**src/rtl/score_pkg.sv**
```systemverilog
// score_pkg
// Shared definitions for the score accumulator slice.
//   MAX_PTS       largest point value a single event can carry
//   team_w()      width of a team index for a given team count
//   hist_t        single-level undo record {team, applied delta, valid}
//   applied_delta saturated delta actually applied by a point event
package score_pkg;

    localparam int MAX_PTS = 3;

    // History fields are sized for the largest supported configuration;
    // the top level checks at elaboration that its parameters fit.
    localparam int HIST_TEAM_W  = 8;
    localparam int HIST_DELTA_W = 16;

    typedef struct packed {
        logic [HIST_TEAM_W-1:0]         team;
        logic signed [HIST_DELTA_W-1:0] delta;
        logic                           valid;
    } hist_t;

    function automatic int team_w(input int n_teams);
        int w;
        w = $clog2(n_teams);
        return (w < 1) ? 1 : w;
    endfunction

    // Delta that a saturating add/subtract really applies to 'cur'.
    // Storing this (not the requested value) makes undo an exact restore.
    function automatic int applied_delta(input int cur, input int pts,
                                         input logic sub, input int max_score);
        if (sub)
            return (pts > cur) ? -cur : -pts;
        else
            return (cur + pts > max_score) ? (max_score - cur) : pts;
    endfunction

endpackage

```
**src/rtl/score_channel.sv**
```systemverilog
// score_channel
// One saturating score register with its sticky saturation flag.
// Ports:
//   clk, rst     clock and asynchronous active-high reset
//   clr          synchronous clear of score and sat
//   en           apply a point event (val points, add or subtract)
//   sub          1 = subtract, 0 = add
//   val          points 0..MAX_PTS
//   force_en     undo: move the score back by force_delta
//   force_delta  signed delta previously applied to this channel
//   score        current score
//   sat          set when an add was clipped at MAX_SCORE
module score_channel
    import score_pkg::*;
#(
    parameter int SCORE_W   = 7,
    parameter int MAX_SCORE = 99
) (
    input  logic                           clk,
    input  logic                           rst,
    input  logic                           clr,
    input  logic                           en,
    input  logic                           sub,
    input  logic [1:0]                     val,
    input  logic                           force_en,
    input  logic signed [HIST_DELTA_W-1:0] force_delta,
    output logic [SCORE_W-1:0]             score,
    output logic                           sat
);

    localparam int RW = HIST_DELTA_W + 1;
    localparam logic [SCORE_W:0]         MAX_W = (SCORE_W+1)'(MAX_SCORE);
    localparam logic signed [RW-1:0]     MAX_R = RW'(MAX_SCORE);

    logic [SCORE_W:0]     wide;
    logic [SCORE_W:0]     val_w;
    logic [SCORE_W:0]     sum;
    logic signed [RW-1:0] restored;
    logic [SCORE_W-1:0]   next_score;
    logic                 clip;

    // Arithmetic is one bit wider than the register so an add past the
    // ceiling or a subtract below zero is seen and clamped, never wrapped.
    always_comb begin
        wide       = {1'b0, score};
        val_w      = (SCORE_W+1)'(val);
        sum        = wide + val_w;
        restored   = signed'(RW'(score)) - RW'(force_delta);
        next_score = score;
        clip       = 1'b0;
        if (force_en) begin
            if (restored < 0)
                next_score = '0;
            else if (restored > MAX_R)
                next_score = MAX_W[SCORE_W-1:0];
            else
                next_score = restored[SCORE_W-1:0];
        end else if (en) begin
            if (sub) begin
                if (wide < val_w)
                    next_score = '0;
                else
                    next_score = SCORE_W'(wide - val_w);
            end else if (sum > MAX_W) begin
                next_score = MAX_W[SCORE_W-1:0];
                clip       = 1'b1;
            end else begin
                next_score = sum[SCORE_W-1:0];
            end
        end
    end

    // sat is sticky: only reset or clear drop it, undo leaves it alone.
    always_ff @(posedge clk or posedge rst) begin
        if (rst) begin
            score <= '0;
            sat   <= 1'b0;
        end else if (clr) begin
            score <= '0;
            sat   <= 1'b0;
        end else begin
            score <= next_score;
            if (clip)
                sat <= 1'b1;
        end
    end

endmodule

```
**src/rtl/score_accumulator.sv**
```systemverilog
// score_accumulator
// Per-team saturating scores with add/correct events, single-level undo
// and a combinational leader/tie indication.
// Ports:
//   clk, rst    clock and asynchronous active-high reset
//   clr         synchronous clear of scores, sat flags and history
//   pts_valid   one-cycle point-event strobe
//   pts_team    target team index
//   pts_val     points 0..3
//   pts_sub     1 = subtract (correction), 0 = add
//   undo        one-cycle request to revert the last applied event
//   score       packed scores, team 0 in the LSBs
//   sat         sticky per-team saturation flags
//   ack, err    one-cycle pulses: request applied / rejected
//   lead        index of highest score, lowest index on ties
//   tie         top score shared by two or more teams
module score_accumulator
    import score_pkg::*;
#(
    parameter int  N_TEAMS   = 2,
    parameter int  SCORE_W   = 7,
    parameter int  MAX_SCORE = 99,
    localparam int TEAM_W    = team_w(N_TEAMS)
) (
    input  logic                       clk,
    input  logic                       rst,
    input  logic                       clr,
    input  logic                       pts_valid,
    input  logic [TEAM_W-1:0]          pts_team,
    input  logic [1:0]                 pts_val,
    input  logic                       pts_sub,
    input  logic                       undo,
    output logic [N_TEAMS*SCORE_W-1:0] score,
    output logic [N_TEAMS-1:0]         sat,
    output logic                       ack,
    output logic                       err,
    output logic [TEAM_W-1:0]          lead,
    output logic                       tie
);

    if (MAX_SCORE > (2**SCORE_W) - 1 || N_TEAMS < 2 ||
        TEAM_W > HIST_TEAM_W || SCORE_W >= HIST_DELTA_W) begin : g_param_check
        $error("score_accumulator: illegal parameter combination");
    end

    logic [SCORE_W-1:0] score_arr [N_TEAMS];
    logic [SCORE_W-1:0] cur_score;
    logic               team_ok;
    logic               evt_apply;
    logic               undo_apply;
    int                 pts_delta;
    hist_t              hist;

    // When the index width can encode more values than there are teams,
    // out-of-range indices must be rejected; otherwise every index is valid.
    if ((1 << TEAM_W) > N_TEAMS) begin : g_team_range
        assign team_ok = (pts_team < TEAM_W'(N_TEAMS));
    end else begin : g_team_full
        assign team_ok = 1'b1;
    end

    // A zero-point event is acknowledged but touches neither score nor history.
    assign evt_apply  = !clr && !undo && pts_valid && team_ok && (pts_val != 2'd0);
    assign undo_apply = !clr && undo && hist.valid;

    always_comb begin
        cur_score = '0;
        for (int i = 0; i < N_TEAMS; i++) begin
            if (pts_team == TEAM_W'(i))
                cur_score = score_arr[i];
        end
        pts_delta = applied_delta(int'(cur_score), int'(pts_val), pts_sub, MAX_SCORE);
    end

    for (genvar g = 0; g < N_TEAMS; g++) begin : g_chan
        score_channel #(
            .SCORE_W   (SCORE_W),
            .MAX_SCORE (MAX_SCORE)
        ) u_chan (
            .clk         (clk),
            .rst         (rst),
            .clr         (clr),
            .en          (evt_apply && (pts_team == TEAM_W'(g))),
            .sub         (pts_sub),
            .val         (pts_val),
            .force_en    (undo_apply && (hist.team == HIST_TEAM_W'(g))),
            .force_delta (hist.delta),
            .score       (score_arr[g]),
            .sat         (sat[g])
        );
        assign score[g*SCORE_W +: SCORE_W] = score_arr[g];
    end

    // Request priority is clr > undo > pts_valid. A point event that
    // collides with undo is dropped and reported, so ack and err can
    // both pulse in that cycle.
    always_ff @(posedge clk or posedge rst) begin
        if (rst) begin
            ack  <= 1'b0;
            err  <= 1'b0;
            hist <= '0;
        end else begin
            ack <= 1'b0;
            err <= 1'b0;
            if (clr) begin
                hist <= '0;
            end else if (undo) begin
                if (hist.valid) begin
                    ack        <= 1'b1;
                    hist.valid <= 1'b0;
                end else begin
                    err <= 1'b1;
                end
                if (pts_valid)
                    err <= 1'b1;
            end else if (pts_valid) begin
                if (team_ok) begin
                    ack <= 1'b1;
                    if (pts_val != 2'd0) begin
                        hist.team  <= HIST_TEAM_W'(pts_team);
                        hist.delta <= HIST_DELTA_W'(pts_delta);
                        hist.valid <= 1'b1;
                    end
                end else begin
                    err <= 1'b1;
                end
            end
        end
    end

    // Strict '>' keeps the lowest index on equal scores.
    always_comb begin
        logic [SCORE_W-1:0] best;
        int                 n_top;
        best = score_arr[0];
        lead = '0;
        for (int i = 1; i < N_TEAMS; i++) begin
            if (score_arr[i] > best) begin
                best = score_arr[i];
                lead = TEAM_W'(i);
            end
        end
        n_top = 0;
        for (int i = 0; i < N_TEAMS; i++) begin
            if (score_arr[i] == best)
                n_top++;
        end
        tie = (n_top >= 2);
    end

endmodule

```
**config.mk**
```make
export PLATFORM = sky130hd
export DESIGN_NAME = score_accumulator
export DESIGN_NICKNAME = d
export VERILOG_FILES = /design/src/rtl/score_pkg.sv /design/src/rtl/score_channel.sv /design/src/rtl/score_accumulator.sv
export SDC_FILE = /design/constraint.sdc
export NUM_CORES = 1
export LEC_CHECK = 0
export ABC_AREA = 0
export ABC_CLOCK_PERIOD_IN_PS = 8020
export BUFFER_PORTS_ARGS = -buffer_cell sky130_fd_sc_hd__buf_2
export CAP_MARGIN = 10
export CORE_AREA = 2 2 75 149
export DETAILED_ROUTE_END_ITERATION = 7
export DIE_AREA = 0 0 77 151
export PLACE_DENSITY = 0.65
export RECOVER_POWER = 25
export SLEW_MARGIN = 20
export SYNTH_ARGS = -nofsm -noshare
export SYNTH_HDL_FRONTEND = slang
export SYNTH_HIERARCHICAL = 1
export SYNTH_SLANG_ARGS = --single-unit
```
**constraint.sdc**
```tcl
create_clock -name clk -period 8.02 [get_ports clk]
set_clock_uncertainty 0.05 [all_clocks]
set_input_delay 0.401 -clock clk [delete_from_list [all_inputs] [get_ports clk]]
set_output_delay 0.401 -clock clk [all_outputs]
set_load 0.03 [all_outputs]
```
==> Word-level counts from Yosys, hierarchy flattened <==
Index checks and enable logic that the tools add are counted.
{ "totals": {"regBits": 43, "input_bits": 9} }
{ "classes": {"n_eq_ne": 4, "mux": 49, "n_bitwise": 1, "n_lt_le_gt_ge": 12, "n_reduce_logical": 23, "addsub": 11} }
{ "ops": {"columns": ["operator", "count"], "rows": [
  ["2-to-1 mux 7 bit", 18],
  ["2-to-1 mux 25 bit", 3],
  ["2-to-1 mux 16 bit", 3],
  ["> comparator 17 x 8 -> 1 bit (second input constant)", 2],
  ["less-than comparator 17 x 1 -> 1 bit (second input constant)", 2],
  ["subtractor 8 x 16 -> 17 bit", 2],
  ["adder 32 x 2 -> 32 bit (second input constant)", 1],
  [">= comparator 32 x 3 -> 1 bit (second input constant)", 1],
  ["2-to-1 mux 32 bit", 1],
  ["adder 7 x 2 -> 8 bit", 3],
  ["> comparator 8 x 7 -> 1 bit (second input constant)", 3],
  ["2-to-1 mux 24 bit", 1],
  ["2-to-1 mux 1 bit", 23],
  ["negation 2 -> 16 bit", 1],
  ["negation 7 -> 16 bit", 1],
  ["== test 7 bit", 2],
  ["less-than comparator 7 x 2 -> 1 bit", 2],
  ["subtractor 7 x 2 -> 7 bit", 2],
  ["nonzero test 3 bit", 4],
  ["nonzero test 2 bit", 5],
  ["logical AND 1 bit", 9],
  ["== test 8 x 1 -> 1 bit (second input constant)", 1],
  ["logical NOT 8 bit", 1],
  ["subtractor 7 x 7 -> 8 bit (first input constant)", 1],
  ["other kinds (7)", 8]
]} }

==> Depth between registers and ports, before layout <==
Gate-level depths: netlist of run 1.
{ "depth": {"word_depth": 9, "depth_mapped": 12, "ltp_nobuf": 12} }

==> Cells and area by module <==
The synthesis of run 1 kept the hierarchy.
{ "by_module_without_submodules": {"columns": ["mod", "instances", "area_per_inst_um2", "cells_per_inst"], "rows": [
  ["score_channel", 2, 1416.4, 192],
  ["score_accumulator", 1, 1694.1, 192]
]} }

==> Worst setup path after synthesis of run 1 <==
Ideal clock, no wire load.
{ "synth_path": {"path_type": "reg-to-reg", "startpoint": "reg g_chan[0].u_chan.score[1]", "endpoint": "reg hist[2] (netlist name)", "path_slack_ns": 4.844, "path_buffers": 0, "setup_time_ns": 0.101, "arrival_time_ns": 3.026, "stages_incl_launch_ff": 11, "period_less_slack_ns": 3.176, "path_cell_list": "dfrtp_1 inv_1 o21ai_0 inv_1 fa_1 nand2b_1 or4b_1 o2bb2ai_1 and3_1 nor2_1 o311ai_2"} }
{ "synth_via": {"elab_chain_cells": 9, "elab_cells_between_ends": 13} }
{ "synth_lines": {"columns": ["item", "line", "text"], "rows": [
  ["start: declaration", "score_channel.sv:27", "output logic [SCORE_W-1:0] score,"],
  ["start signal: assignment", "score_channel.sv:82", "score <= next_score;"],
  ["2-to-1 mux 7 bit *", "score_accumulator.sv:69", "if (pts_team == TEAM_W'(i))"],
  ["adder 7 x 2 -> 8 bit", "score_pkg.sv:35", "return (cur + pts > max_score) ? (max_score - cur) : pts;"],
  ["> comparator 8 x 7 -> 1 bit", "score_pkg.sv:35", null],
  ["2-to-1 mux 16 bit", "score_pkg.sv:35", null],
  ["2-to-1 mux 16 bit *", "score_pkg.sv:32", "if (sub)"],
  ["2-to-1 mux 25 bit *", "score_accumulator.sv:119", "if (pts_val != 2'd0) begin"],
  ["2-to-1 mux 25 bit *", "score_accumulator.sv:116", "end else if (pts_valid) begin"],
  ["2-to-1 mux 24 bit *", "score_accumulator.sv:107", "end else if (undo) begin"],
  ["2-to-1 mux 25 bit *", "score_accumulator.sv:105", "if (clr) begin"],
  ["end: declaration", "score_accumulator.sv:52", "hist_t hist;"]
]} }
Every way passes the cells marked *; elsewhere a longest branch is shown, timed or not. The select of a mux whose other input is x is not followed.
A chain may end at the register's enable or synchronous reset.

==> Worst setup path after layout of run 1 <==
{ "layout_path": {"startpoint": "reg g_chan[0].u_chan.score[1]", "endpoint": "reg hist[1] (netlist name)"} }
The elaborated chain is that of the path after synthesis.

==> metrics.md, run 1 <==
| Metric | Value |
|---|---|
| Vias | `4510` |
| R2R setup slack | `4.43 ns` |
| Sequential area share after synthesis | `a little under a fifth` |
| Area after DPL | `~0.0048 mm²` |
| CTS Buf Count | `5` |
| Final Power | `around 1.1 mW` |
| Max-cap violations | `0` |
| Fillers | `1113` |
| Clock net sink count | `33` |
| Hold Slack | `between 0.07 and 0.08 ns` |
| Net Count, Synth | `631` |
| Clk pwr share | `roughly 17%` |
| DIE WIDTH | `77 µm` |
| Std-Cell Rows | `53` |
| GRT Overall Usage | `about a quarter` |
| Cells after synthesis | `about 580` |
| Clk Latency, worst-skew pair | `roughly 0.28 ns` |
| Setup TNS | `0 ns` |
| Final hold violation count | `0` |
| Sequential power share | `between 20% and 30%` |
| Synthesized area | `0.00453 mm²` |
| Final min period | `around 3.6 ns` |
| Final HPWL DP | `between 10000 and 15000 µm` |
| Worst Reg-to-Reg Cells | `10` |
| Inserted Diodes | `0` |
| EDFF count, synth | `0` |
| Endpoint class of the critical path | `flip-flop` |
| Largest net degree at the start of global routing | `32` |
| Required @ worst endpoint | `8.14 ns` |
| Worst hold path type | `primary input to asynchronous set/reset pin` |
| Cts hold-fix bufs | `0` |
| DRC | `0` |
| Pint | `0.583 mW` |
| Starting Density | `between 40% and 50%` |
| Pre-antenna DRT Iters | `4` |
| Status | `completed` |
| Post-layout util | `a little under half` |
| DR iter-0 viols | `between 200 and 250` |
| Kind of critical path | `flip-flop to flip-flop` |
| Gate power share | `approximately 61%` |
| Pwr per Cell Area | `around 230 mW/mm²` |
| CP max FO | `11` |
| CTS tree | `yes` |
| Slew HR | `between 40% and 50%` |
| Placed cell count | `727` |
| Clock transition at the registers of the reported paths | `~0.060 ns` |
| Core footprint | `roughly 0.010 mm²` |
| Area growth syn-to-layout | `9.18%` |
| Routed Antenna Nets | `0` |
| Via count of the first global-routing pass | `approximately 4700` |
| Total gr overflow | `0` |
| Avg WL per Cell | `18.8 µm` |
| First-pass GRT wire length | `about 23000 µm` |
| NetSw | `roughly 0.55 mW` |
| Non-filler cells, final | `734` |
| Nets | `652` |
| RSZ-0062 raised after global routing | `no` |
| GPL Wtd Cong | `about 0.93` |
| Worst slew pin tran | `roughly 0.87 ns` |
| FF-to-FF Start | `g_chan[0].u_chan/score[1]` |
| FFs w/ async S/R, synth | `100%` |
| Leak | `2.14 nW` |
| Layout cell share with drive strength beyond 1 | `between 10 and 15%` |
| Clock root buffer | `clkbuf_16` |
| Max clock buf depth | `2` |
| Max VDD drop | `about 0.12 mV` |
| CP Data Arrival Time | `3.71 ns` |
| IO Port Bufs | `28` |
| Fin area | `roughly 0.005 mm²` |
| Fmax | `between 200 and 300 MHz` |
| Chip height | `between 150 and 200 µm` |
| Initial antenna violation count | `0` |
| Die area | `about 0.012 mm²` |
| Yosys cell types | `72` |
| Max Slew Vio Count | `0` |
| Final WL | `13800 µm` |
| Post-CTS Resized | `0` |
| Top Ports | `29` |
| Post-route worst setup slack | `4.43 ns` |
| Final setup viols | `0` |
| H-tree Lvls | `2` |
| Syn Area/Cell | `slightly below 8 µm²` |
| Sw frac | `between 40% and 50%` |
| Dpl ws | `around 4.5 ns` |
| Seq cells post-synth | `33` |
| Reg2reg end | `hist[1]` |
| Most used flip-flop cell after synthesis | `dfrtp_1` |
| Drt via density | `slightly above 6` |
| Post-route clock period utilization | `~45%` |
| Yosys Warn Count | `6` |
| Startpoint types | `flip-flop` |
| Post-CTS Setup Inserts | `0` |
-- cells in the mapped netlist, types with 4 or more instances --
cell | count | area [µm²]
a2bb2oi_1 | 4 | 35.0
nand2_1 | 40 | 150
mux2_2 | 5 | 56.3
xnor2_1 | 12 | 105
o21ai_1 | 14 | 70.1
nand2b_1 | 19 | 119
inv_1 | 53 | 199
dfrtp_1 | 33 | 826
nand3_1 | 15 | 75.1
a211o_1 | 4 | 35.0
a31oi_1 | 5 | 31.3
nor4_1 | 7 | 43.8
a21o_1 | 16 | 120
nor4bb_1 | 4 | 40.0
or3_1 | 9 | 56.3
a21oi_1 | 44 | 220
ha_1 | 39 | 488
nor2_1 | 40 | 150
nand4_1 | 13 | 81.3
a311oi_1 | 4 | 35.0
nor3b_1 | 7 | 52.6
o21a_1 | 5 | 37.5
nor3_1 | 24 | 120
nor2b_1 | 5 | 31.3
and2_1 | 4 | 25.0
xor2_1 | 15 | 131
o211ai_1 | 5 | 37.5
clkbuf_1 | 15 | 56.3
o31ai_1 | 8 | 60.1
mux2i_1 | 6 | 60.1
o2111ai_1 | 5 | 43.8
o21ai_0 | 18 | 90.1
fa_1 | 7 | 140
-- critical path, stage by stage (launching register included) --
cell       delay (ns)
dfrtp_1          0.65
inv_1            0.13
o21ai_0          0.46
inv_1            0.21
fa_1             0.49
nand2b_1         0.17
or4b_1           0.50
o2bb2ai_1        0.24
and3_1           0.22
nor2_1           0.10
o311ai_2         0.27
-- final cells by class --
cell class | instances | area, µm² | share of cell area [%]
Clock buffer | 7 | 143 | 2.89
Inverter | 54 | 203 | 4.10
Sequential cell | 33 | 826 | 16.7
Tap cell | 137 | 171 | 3.47
Multi-Input combinational cell | 471 | 3430 | 69.4
Timing Repair Buffer | 32 | 169 | 3.42
-- how the worst max path moves through the flow --
stage | startpoint | endpoint | slack, ns | cells after the start
2_1_floorplan | g_chan[0].u_chan/score[1] | hist[2] | 4.84 | 10
3_3_place_gp | g_chan[0].u_chan/score[1] | hist[2] | 4.63 | 10
3_5_place_dp | g_chan[0].u_chan/score[1] | hist[2] | 4.51 | 10
4_1_cts | g_chan[0].u_chan/score[1] | hist[2] | 4.49 | 10
5_1_grt | g_chan[0].u_chan/score[1] | hist[2] | 4.21 | 10
6_report | g_chan[0].u_chan/score[1] | hist[1] | 4.43 | 10
-- registers in the layout (all words and copies together) (netlist names) --
register	flops
g_chan.u_chan/score	14
g_chan.u_chan/sat	2
ack	1
hist	15
err	1
-- cell families (layout without fill, tap and decap cells) --
group	after synthesis	in the layout	synth area share [%]
flops	33	33	18.2
compound gates	171	171	26.4
mux	14	14	3.87
fa+ha+maj	46	46	13.9
simple gates	213	213	26.2
buf+inv	72	93	6.19
xor+xnor	27	27	5.22
-- layout by cell type (no fill, tap or decap), types with 6 or more instances in the layout --
cell type,synthesis,final
mux2i_1,6,6
o31ai_1,8,8
or3_1,9,9
nor3_1,24,22
a21oi_1,44,44
o21ai_1,14,14
nand2_1,40,40
xor2_1,15,15
ha_1,39,39
buf_2,2,27
nand2b_1,19,19
nor3b_1,7,7
nand4_1,13,13
inv_1,53,53
xnor2_1,12,12
nor2_1,40,40
dfrtp_1,33,33
nand3_1,15,15
o21ai_0,18,18
nor4_1,7,7
fa_1,7,7
a21o_1,16,16
-- power by group through the flow --
stage / Clock, mW / Combinational (mW) / Sequential, mW
after global routing: 0.198 / 0.760 / 0.255
final: 0.190 / 0.692 / 0.249
after global placement: 0 / 0.667 / 0.249
after CTS: 0.192 / 0.688 / 0.248
after floorplan: 0 / 0.509 / 0.250
after detailed placement: 0 / 0.684 / 0.250
-- per-layer routing --
metal | vias up | track usage (%) | wire (µm)
li1 | 2181 | - | -
met1 | 2175 | 24.3 | 5060
met3 | 51 | 1.67 | 282
met4 | 0 | 14.6 | 804
met5 | - | 0 | 0
met2 | 103 | 48.2 | 7660
(Power assumes the default switching activity.)
==> inputs of run 2 (changes only) <==
ABC_AREA = 1   (was 0)
ABC_CLOCK_PERIOD_IN_PS = 3470   (was 8020)
CORE_AREA = 2 2 82 162   (was 2 2 75 149)
DIE_AREA = 0 0 84 164   (was 0 0 77 151)
clock period = 3.47 ns   (was 8.02 ns; I/O delays follow)
==> metrics.md, run 2 <==
| Metric | Value |
|---|---|
| Yosys top cell by area | `nand2_1` |
| Synthesized area | `0.00541 mm² (+19%)` |
| Flip-flop and latch area | `826 µm² (unchanged)` |
| Post-CTS Resized | `0 (unchanged)` |
| Syn Area/Cell | `5.79 µm² (-26%)` |
| Top Registers | `hist x15, g_chan.u_chan/score x14, g_chan.u_chan/sat x2` |
| CP bufs+invs | `3 (+1)` |
| Cells after synthesis | `934 (+62%)` |
| Max VDD drop | `0.266 mV (+120%)` |
| DRC | `0 (unchanged)` |
| Post-synth top area share | `23.3% (+5.1 points)` |
| Leak | `3.37 nW (+57%)` |
| Largest net degree at the start of global routing | `24 (-25%)` |
| DIE WIDTH | `84 µm (+9.1%)` |
| Hold path depth | `3` |
| Endpoint class of the critical path | `primary output` |
| Yosys Warn Count | `6 (unchanged)` |
| CP max FO | `10 (-1)` |
| Inserted Diodes | `0 (unchanged)` |
| Core footprint | `0.0126 mm² (+20%)` |
| Kind of critical path | `flip-flop to primary output` |
| Final hold violation count | `0 (unchanged)` |
| CTS Buf Count | `5 (unchanged)` |
| Area after DPL | `0.00578 mm² (+21%)` |
| Cell family with most CP delay | `simple AND/OR/NAND/NOR gates` |
| Yosys cell types | `35 (-51%)` |
| Biggest register | `hist` |
| Max Slew Vio Count | `0 (unchanged)` |
| Hold Slack | `0.164 ns (+0.0843 ns)` |
| Drt via density | `5.11 (-17%)` |
| Count leader, synth | `nand2_1` |
| Slew HR | `33.9% (-7.9 points)` |
| R2R setup slack | `0.54 ns (-3.89 ns)` |
| GRT Overall Usage | `24.2% (-0.17 points)` |
| Initial antenna violation count | `0 (unchanged)` |
| FF-to-FF Start | `g_chan[1].u_chan/score[0]` |
| Vias | `5750 (+27%)` |
| Avg WL per Cell | `14.5 µm (-23%)` |
| Worst path slowest cell | `dfrtp_1` |
| Final WL | `16400 µm (+19%)` |
| Reg2reg end | `hist[13]` |
| Routed Antenna Nets | `0 (unchanged)` |
| Post-synthesis mux area share | `0% (-3.9 points)` |
| FFs w/ async S/R, synth | `100% (unchanged)` |
| Post-layout util | `47.4% (+0.20 points)` |
| Worst path cell trace | `inv_1, ha_1, nand2_1, nor2_1, nand4_1, nand2_2, clkinv_1, nand3_1, o21ai_0, nor2_1, nand3_1, nor2_1, buf_2` |
| Fin area | `0.00595 mm² (+20%)` |
| EDFF count, synth | `0 (unchanged)` |
| Crit-path most repeated cell | `nor2_1` |
| First-pass GRT wire length | `26500 µm (+18%)` |
| Die area | `0.0138 mm² (+18%)` |
| Seq cells post-synth | `33 (unchanged)` |
| Hold Crit Start | `pts_valid` |
| Clock root buffer | `clkbuf_16` |
| Pwr per Cell Area | `525 mW/mm² (+130%)` |
| IO Port Bufs | `28 (unchanged)` |
| Final setup viols | `0 (unchanged)` |
| Synth Area in XOR/XNOR | `3.24% (-2.0 points)` |
| Most used flip-flop cell after synthesis | `dfrtp_1` |
| Largest family of logic cells by synthesized area | `simple AND/OR/NAND/NOR gates` |
| CP Data Arrival Time | `2.93 ns (-0.78 ns)` |
| Fillers | `1387 (+25%)` |
| Setup TNS | `0 ns (unchanged)` |
| Max reg flops | `15 (unchanged)` |
| Final min period | `roughly 3.2 ns` |
| Clock net sink count | `33 (unchanged)` |
| Synth top area cells | `nand2_1, dfrtp_1, inv_1` |
| Required @ worst endpoint | `3.25 ns (-4.89 ns)` |
| Clock transition at the registers of the reported paths | `0.05 ns (about the same)` |
| Worst slew pin tran | `0.982 ns (+0.111 ns)` |
| Worst hold path type | `primary input to flip-flop` |
| Max clock buf depth | `2 (unchanged)` |
| Post-route clock period utilization | `between 90% and 100%` |
| Final HPWL DP | `13700 µm (+27%)` |
| Startpoint types | `flip-flop` |
| Synth Area in Adders | `11.6% (-2.3 points)` |
| DR iter-0 viols | `257 (+14%)` |
| Via count of the first global-routing pass | `5562 (+19%)` |
| Most frequent cells in the layout | `nand2_1, inv_1, nand3_1, nor2_1, a21oi_1` |
| H-tree Lvls | `2 (unchanged)` |
| Top Ports | `29 (unchanged)` |
| Worst Reg-to-Reg Cells | `19 (+9)` |
| Most common cell after layout, fill and taps aside | `nand2_1` |
| Layout cell share with drive strength beyond 1 | `12.7% (+1.5 points)` |
| Compound-Gate Fraction of Synth Area | `8.10% (-18 points)` |
| Chip height | `164 µm (+8.6%)` |
| RSZ-0062 raised after global routing | `no` |
| Max-cap violations | `0 (unchanged)` |
| Std-Cell Rows | `58 (+9.4%)` |
| Starting Density | `43.1% (-0.14 points)` |
| Area growth syn-to-layout | `10.0%` |
| Pre-antenna DRT Iters | `4 (unchanged)` |
| CTS tree | `yes` |
| Sequential area share after synthesis | `15.3% (-3.0 points)` |
| Synth Area in Simple Gates | `49.4% (+23 points)` |
| Fmax | `about 320 MHz` |
| Total gr overflow | `0 (unchanged)` |
| Multi-input gate area | `0.00391 mm² (+14%)` |
| Clk Latency, worst-skew pair | `0.28 ns (about the same)` |
| Status | `completed` |
| Most common library cells after synthesis | `nand2_1, inv_1, nand3_1` |
| WHS Endpoint | `err` |
| GPL Wtd Cong | `0.895 (-4.0%)` |
| CP peak stage delay | `0.56 ns (-0.09 ns)` |
| Nets | `1030 (+58%)` |
| Net Count, Synth | `989 (+57%)` |
-- run 2: changes by cell type after synthesis, sizes merged, moves of 10 or more --
cell / previous run / this run
nand2: 40 / 359
nand2b: 19 / 0
nand3: 15 / 95
nor3: 24 / 11
inv: 54 / 161
a21o: 16 / 2
nand4: 13 / 23
nor2: 40 / 83
-- run 2: timing repair --
item,in CTS,in global routing
hold endpoints to repair,16,0
hold buffers,1,0
buffers inserted,0,0
-- run 2: per-layer routing --
| layer | track usage, % | wire length, µm |
|---|---|---|
| met1 | 24.5 | 6100 |
| met2 | 48.0 | 9020 |
| met3 | 1.76 | 448 |
| met4 | 12.8 | 811 |
| met5 | 0 | 0 |
-- run 2: layout make-up --
| type | count | share of cell area (%) |
|---|---|---|
| timing repair buffer | 43 | 4.21 |
| clock inverter | 1 | 0.0842 |
| inverter | 164 | 10.4 |
| tap | 150 | 3.16 |
| multi-input combinational | 728 | 65.7 |
| sequential | 33 | 13.9 |
| clock buffer | 7 | 2.57 |
-- run 2: worst max-delay path by stage --
stage | from | endpoint | slack, ns | cells after the start
floorplan | g_chan[0].u_chan/score[4] | tie | 0.48 | 12
global placement | g_chan[1].u_chan/score[0] | hist[15] | 0.63 | 18
detailed placement | g_chan[1].u_chan/score[0] | hist[12] | 0.57 | 18
CTS | g_chan[0].u_chan/score[3] | tie | 0.30 | 13
global route | g_chan[0].u_chan/score[3] | tie | 0.07 | 13
finish | g_chan[0].u_chan/score[3] | tie | 0.31 | 13
-- run 2: tightest hold or removal path, cell delays in order --
cell      delay (ns)
buf_2           0.12
inv_1           0.06
a211oi_1        0.08
-- run 2: cells by family (layout without fill, tap and decap cells) --
logic type               count (synthesis)  after routing
AND/OR/NAND/NOR                        579            579
buffers and inverters                  173            215
AO/OA/AOI/OAI                           83             83
adder cells (fa/ha/maj)                 46             46
flip-flops                              33             33
XOR/XNOR                                20             20
-- run 2: power by group --
part / internal (mW) / switching (mW) / leakage [nW]
logic: 0.704 / 1.45 / 2.84
clock network: 0.303 / 0.158 / 0.0799
registers: 0.425 / 0.0765 / 0.444
total: 1.43 / 1.69 / 3.37
-- run 2: through the flow --
| step | worst slack [ns] | std cells | power [mW] |
|---|---|---|---|
| 4_1_cts | 0.300 | 1126 | 3.13 |
| 3_3_place_gp | 0.626 | 1117 | 2.65 |
| 6_report | 0.314 | 1126 | 3.12 |
| 5_1_grt | 0.0718 | 1126 | 3.43 |
| 2_1_floorplan | 0.484 | 934 | 2.13 |
| 3_5_place_dp | 0.572 | 1117 | 2.66 |
